**src/rtl/ad_envelope.sv**
```systemverilog
// Attack/decay envelope generator.
// A rising edge on trig_in (note-on) starts ATTACK from the current level. The level
// ramps up by atk_step per ena tick to full scale and then ramps down by dec_step to 0.
// Trigger edges are detected on every clk. The level changes only on ena ticks.
//
// Ports:
//   clk      system clock
//   rst      asynchronous active-low reset
//   ena      sample tick; the level advances only on clk edges where ena=1
//   trig_in  trigger bit stream; each rising edge is one note-on
//   atk_step amount added per tick in ATTACK (0 = instant attack)
//   dec_step amount subtracted per tick in DECAY (0 = hold at full scale)
//   env_out  current envelope level (registered)
//   busy     high while the generator is not idle
//   eoc      one-clk pulse when the decay reaches 0
module ad_envelope #(
    parameter int unsigned WIDTH  = 16,
    parameter int unsigned STEP_W = 16
) (
    input  logic              clk,
    input  logic              rst,
    input  logic              ena,
    input  logic              trig_in,
    input  logic [STEP_W-1:0] atk_step,
    input  logic [STEP_W-1:0] dec_step,
    output logic [WIDTH-1:0]  env_out,
    output logic              busy,
    output logic              eoc
);

    // Internal arithmetic width: one bit wider than the wider operand, so the sum cannot wrap.
    localparam int unsigned SW = ((WIDTH > STEP_W) ? WIDTH : STEP_W) + 1;

    typedef enum logic [1:0] {
        StIdle,
        StAttack,
        StDecay
    } state_e;

    state_e          state;
    logic            trig_prev;
    logic            trig_edge;
    logic [SW-1:0]   env_ext;
    logic [SW-1:0]   atk_ext;
    logic [SW-1:0]   dec_ext;
    logic [SW-1:0]   max_ext;
    logic [SW-1:0]   sum;
    logic [SW-1:0]   diff;

    always_comb begin
        trig_edge = trig_in & ~trig_prev;
        env_ext   = SW'(env_out);
        atk_ext   = SW'(atk_step);
        dec_ext   = SW'(dec_step);
        max_ext   = SW'({WIDTH{1'b1}});
        sum       = env_ext + atk_ext;
        // Used only when env_out > dec_step, so the difference never underflows.
        diff      = env_ext - dec_ext;
        busy      = (state != StIdle);
    end

    always_ff @(posedge clk or negedge rst) begin
        if (!rst) begin
            state     <= StIdle;
            env_out   <= '0;
            eoc       <= 1'b0;
            trig_prev <= 1'b0;
        end else begin
            trig_prev <= trig_in;
            eoc       <= 1'b0;
            if (trig_edge) begin
                // A retrigger restarts the attack from the current level. On this clk the
                // level holds, and any decay that would have finished here is abandoned.
                state <= StAttack;
            end else if (ena) begin
                unique case (state)
                    StIdle: begin
                        env_out <= '0;
                    end
                    StAttack: begin
                        if ((atk_step == '0) || (sum >= max_ext)) begin
                            env_out <= {WIDTH{1'b1}};
                            state   <= StDecay;
                        end else begin
                            env_out <= sum[WIDTH-1:0];
                        end
                    end
                    StDecay: begin
                        if (dec_step != '0) begin
                            if (env_ext <= dec_ext) begin
                                env_out <= '0;
                                state   <= StIdle;
                                eoc     <= 1'b1;
                            end else begin
                                env_out <= diff[WIDTH-1:0];
                            end
                        end
                    end
                    default: begin
                        state <= StIdle;
                    end
                endcase
            end
        end
    end

endmodule

```
**config.mk**
```make
export PLATFORM = sky130hd
export DESIGN_NAME = ad_envelope
export DESIGN_NICKNAME = d
export VERILOG_FILES = /design/src/rtl/ad_envelope.sv
export SDC_FILE = /design/constraint.sdc
export NUM_CORES = 1
export LEC_CHECK = 0
export ABC_AREA = 1
export BUFFER_PORTS_ARGS = -buffer_cell sky130_fd_sc_hd__buf_2
export CORE_MARGIN = 3
export CORE_UTILIZATION = 40
export DETAILED_ROUTE_END_ITERATION = 10
export PLACE_DENSITY = 0.7
export SLEW_MARGIN = 20
export SYNTH_ARGS = -nofsm -noshare
export SYNTH_HDL_FRONTEND = slang
export SYNTH_SLANG_ARGS = --single-unit
```
**constraint.sdc**
```tcl
create_clock -name clk -period 3.1 [get_ports clk]
set_clock_uncertainty 0.05 [all_clocks]
set_input_delay 0.465 -clock clk [delete_from_list [all_inputs] [get_ports clk]]
set_output_delay 0.465 -clock clk [all_outputs]
set_load 0.03 [all_outputs]
```
==> impl_metrics.json <==
{
  "synth_cells": 534,
  "clock_path_buffers": 2,
  "n_antenna_cell": 0,
  "ys_top_cells_by_count": "nand2_1, inv_1, nand3_1",
  "grt_max_degree": 21,
  "yosys-top-cells-area": "nand2_1, dfrtp_1, ha_1",
  "grt_pass1_vias": 3257,
  "synthDistinctLibCells": 33,
  "rows": 31,
  "io_pins": 54,
  "avgViaCountPerCell": 4.94,
  "clk_latency_ps": 270,
  "power_density_nw_per_um2": 787,
  "fillers": 803,
  "vias": 3371,
  "cp-start-kind": "register",
  "drc": 0,
  "cts_tree": "done",
  "yosysMostFrequentCell": "nand2_1",
  "netlist_area_um2": 3130,
  "crit_required_ps": 3260,
  "worst_pin_slew_ps": 995,
  "reg2reg_depth": 17,
  "period_minus_slack_ps": 2760,
  "maxSlewHeadroom": 0.334,
  "ys_warn_count": 0,
  "cts_resized": 0,
  "portBuffers": 53,
  "critPathBufInv": 2,
  "crit_type": "register to register",
  "finalSetupTns_ps": 0,
  "synth_nets": 608,
  "timing.final.crit_share": 0.891,
  "avgSynthCellArea_um2": 5.87,
  "p_total_mw": 2.79,
  "grt_antenna_before_repair": 0,
  "path_depth": 17,
  "hpwlAfterDp_mm": 7.47,
  "critPathTopFamily": "simple AND/OR/NAND/NOR gates",
  "first_iter_violations": 187,
  "path_cells": "ha_1 -> inv_1 -> fa_1 -> inv_1 -> nand3_1 -> nand2_2 -> nand2_1 -> nand2_1 -> xor2_1 -> nand3_1 -> nor2_2 -> nand3_2 -> nand3_1 -> nand2_1 -> nand2_1 -> nand2_1 -> nand2_1",
  "drtAntennaViolNets": 0,
  "fin_nets": 659,
  "coreArea_um2": 7410,
  "drt-pass1-iter-count": 4,
  "async_reset_ff_frac": 1.00,
  "gr-total-overflow": 0,
  "wl_per_cell_um": 12.7,
  "synthFlopType": "dfrtp_1",
  "wl_mm": 8.70,
  "post_cts_buffers": 0,
  "die_h_um": 94.5,
  "hold_buffers": 0,
  "vdd_drop_max_mv": 0.239,
  "start_util": 0.423,
  "rsz0062_at_grt": "no",
  "path_clk_slew_ps": 80,
  "ys_ff_latch": 20,
  "finalHoldViolCount": 0,
  "synth-edff-count": 0,
  "area_delta_synth_final_pct": 13.3,
  "cpPeakStageDelay_ps": 420,
  "status": "complete, no violations",
  "place_congestion": 0.891,
  "crit_slowest_cell": "dfrtp_1",
  "synth_seq_area_share": 0.160,
  "critPathArrivalTime_ps": 2920,
  "dieArea_um2": 8930,
  "path_max_fanout": 15,
  "htreeDepth": 1,
  "setup_violations": 0,
  "final_util": 0.479,
  "synth_top_area_share": 0.243,
  "cap_violations": 0,
  "finalMaxSlewViolations": 0,
  "drive_gt1_frac": 0.135,
  "numCtsBuffers": 3,
  "die-width_um": 94.5,
  "track_usage": 0.203,
  "clockRootBuffer": "clkbuf_8",
  "hp-class": "input port to async pin",
  "synth_top_area_cell": "nand2_1",
  "cpMostUsedCell": "nand2_1",
  "worstSetupEndpointType": "register",
  "fmax_mhz": 362,
  "clkSinkCount": 20,
  "leakage_nw": 2.21,
  "grt_pass1_wl_mm": 14.7
}
==> power by group <==
part	switching (mW)	internal [mW]	leakage [nW]
Sequential	0.131	0.345	0.261
Clock	0.0962	0.173	0.0357
Combinational	1.32	0.728	1.91
==> logic make-up (layout without fill, tap and decap cells) <==
group | count (synthesis) | in the layout | synth area share
flip-flops | 20 | 20 | 0.160
buffers and inverters | 95 | 145 | 0.121
XOR/XNOR | 11 | 11 | 0.0307
adder cells (fa/ha/maj) | 38 | 38 | 0.156
AO/OA/AOI/OAI | 48 | 48 | 0.0882
AND/OR/NAND/NOR | 322 | 322 | 0.444
==> worst paths after layout <==
kind                             start     endpoint  slack [ps]
max in group asynchronous          rst          eoc        2600
min reg2reg                env_out[15]  env_out[15]         520
max                         env_out[0]   env_out[3]         340
min in group clk               trig_in    trig_prev         260
max reg2reg                 env_out[0]   env_out[3]         340
min                                rst   env_out[3]          80
==> sequential cells by signal, summed over array words and instances (netlist names) <==
name,count
state,2
trig_prev,1
env_out,16
eoc,1
==> worst register-to-register path: cells and delay by family (launching register included) <==
kind	cells	cell delay, ps
flip-flops	1	420
AND/OR/NAND/NOR	12	1240
adder cells (fa/ha/maj)	2	630
XOR/XNOR	1	200
buffers and inverters	2	170
==> cells in the final DEF, fill, tap and decap left out, drive strengths merged, types with 8 or more instances in the layout <==
master and count:
dfrtp 20, ha 36, nand2 206, o21ai 11
xor2 8, or2 9, buf 54, nand3 56
nor2 31, inv 87, nand4 9, a21oi 25
==> area by class of cell <==
cell class	count	area [um2]	share of cell area
Clock inverter	1	30.0	0.00846
Timing Repair Buffer	54	273	0.0768
Sequential cell	20	500	0.141
Inverter	87	327	0.0920
Multi-Input combinational cell	419	2250	0.635
Tap cell	99	124	0.0349
Clock buffer	3	41.3	0.0116
==> per-stage QoR <==
stage / setup slack [ps] / std cells / hold WS, ps / area [um2]
after floorplan: 468 / 534 / 119 / 3130
after global placement: 312 / 679 / 387 / 3480
after detailed placement: 220 / 679 / 395 / 3480
after CTS: 346 / 683 / 105 / 3550
after global routing: 3.64 / 683 / 120 / 3550
final: 339 / 683 / 84.4 / 3550
==> routing by layer <==
metal / vias to the layer above / GRT usage / wire, um
met3: 10 / 0.00637 / 233
met5: - / 0 / 0
met1: 1506 / 0.268 / 4230
li1: 1794 / - / -
met2: 61 / 0.361 / 4080
met4: 0 / 0.0565 / 157
Note: power is estimated with default switching activity, not from simulation.
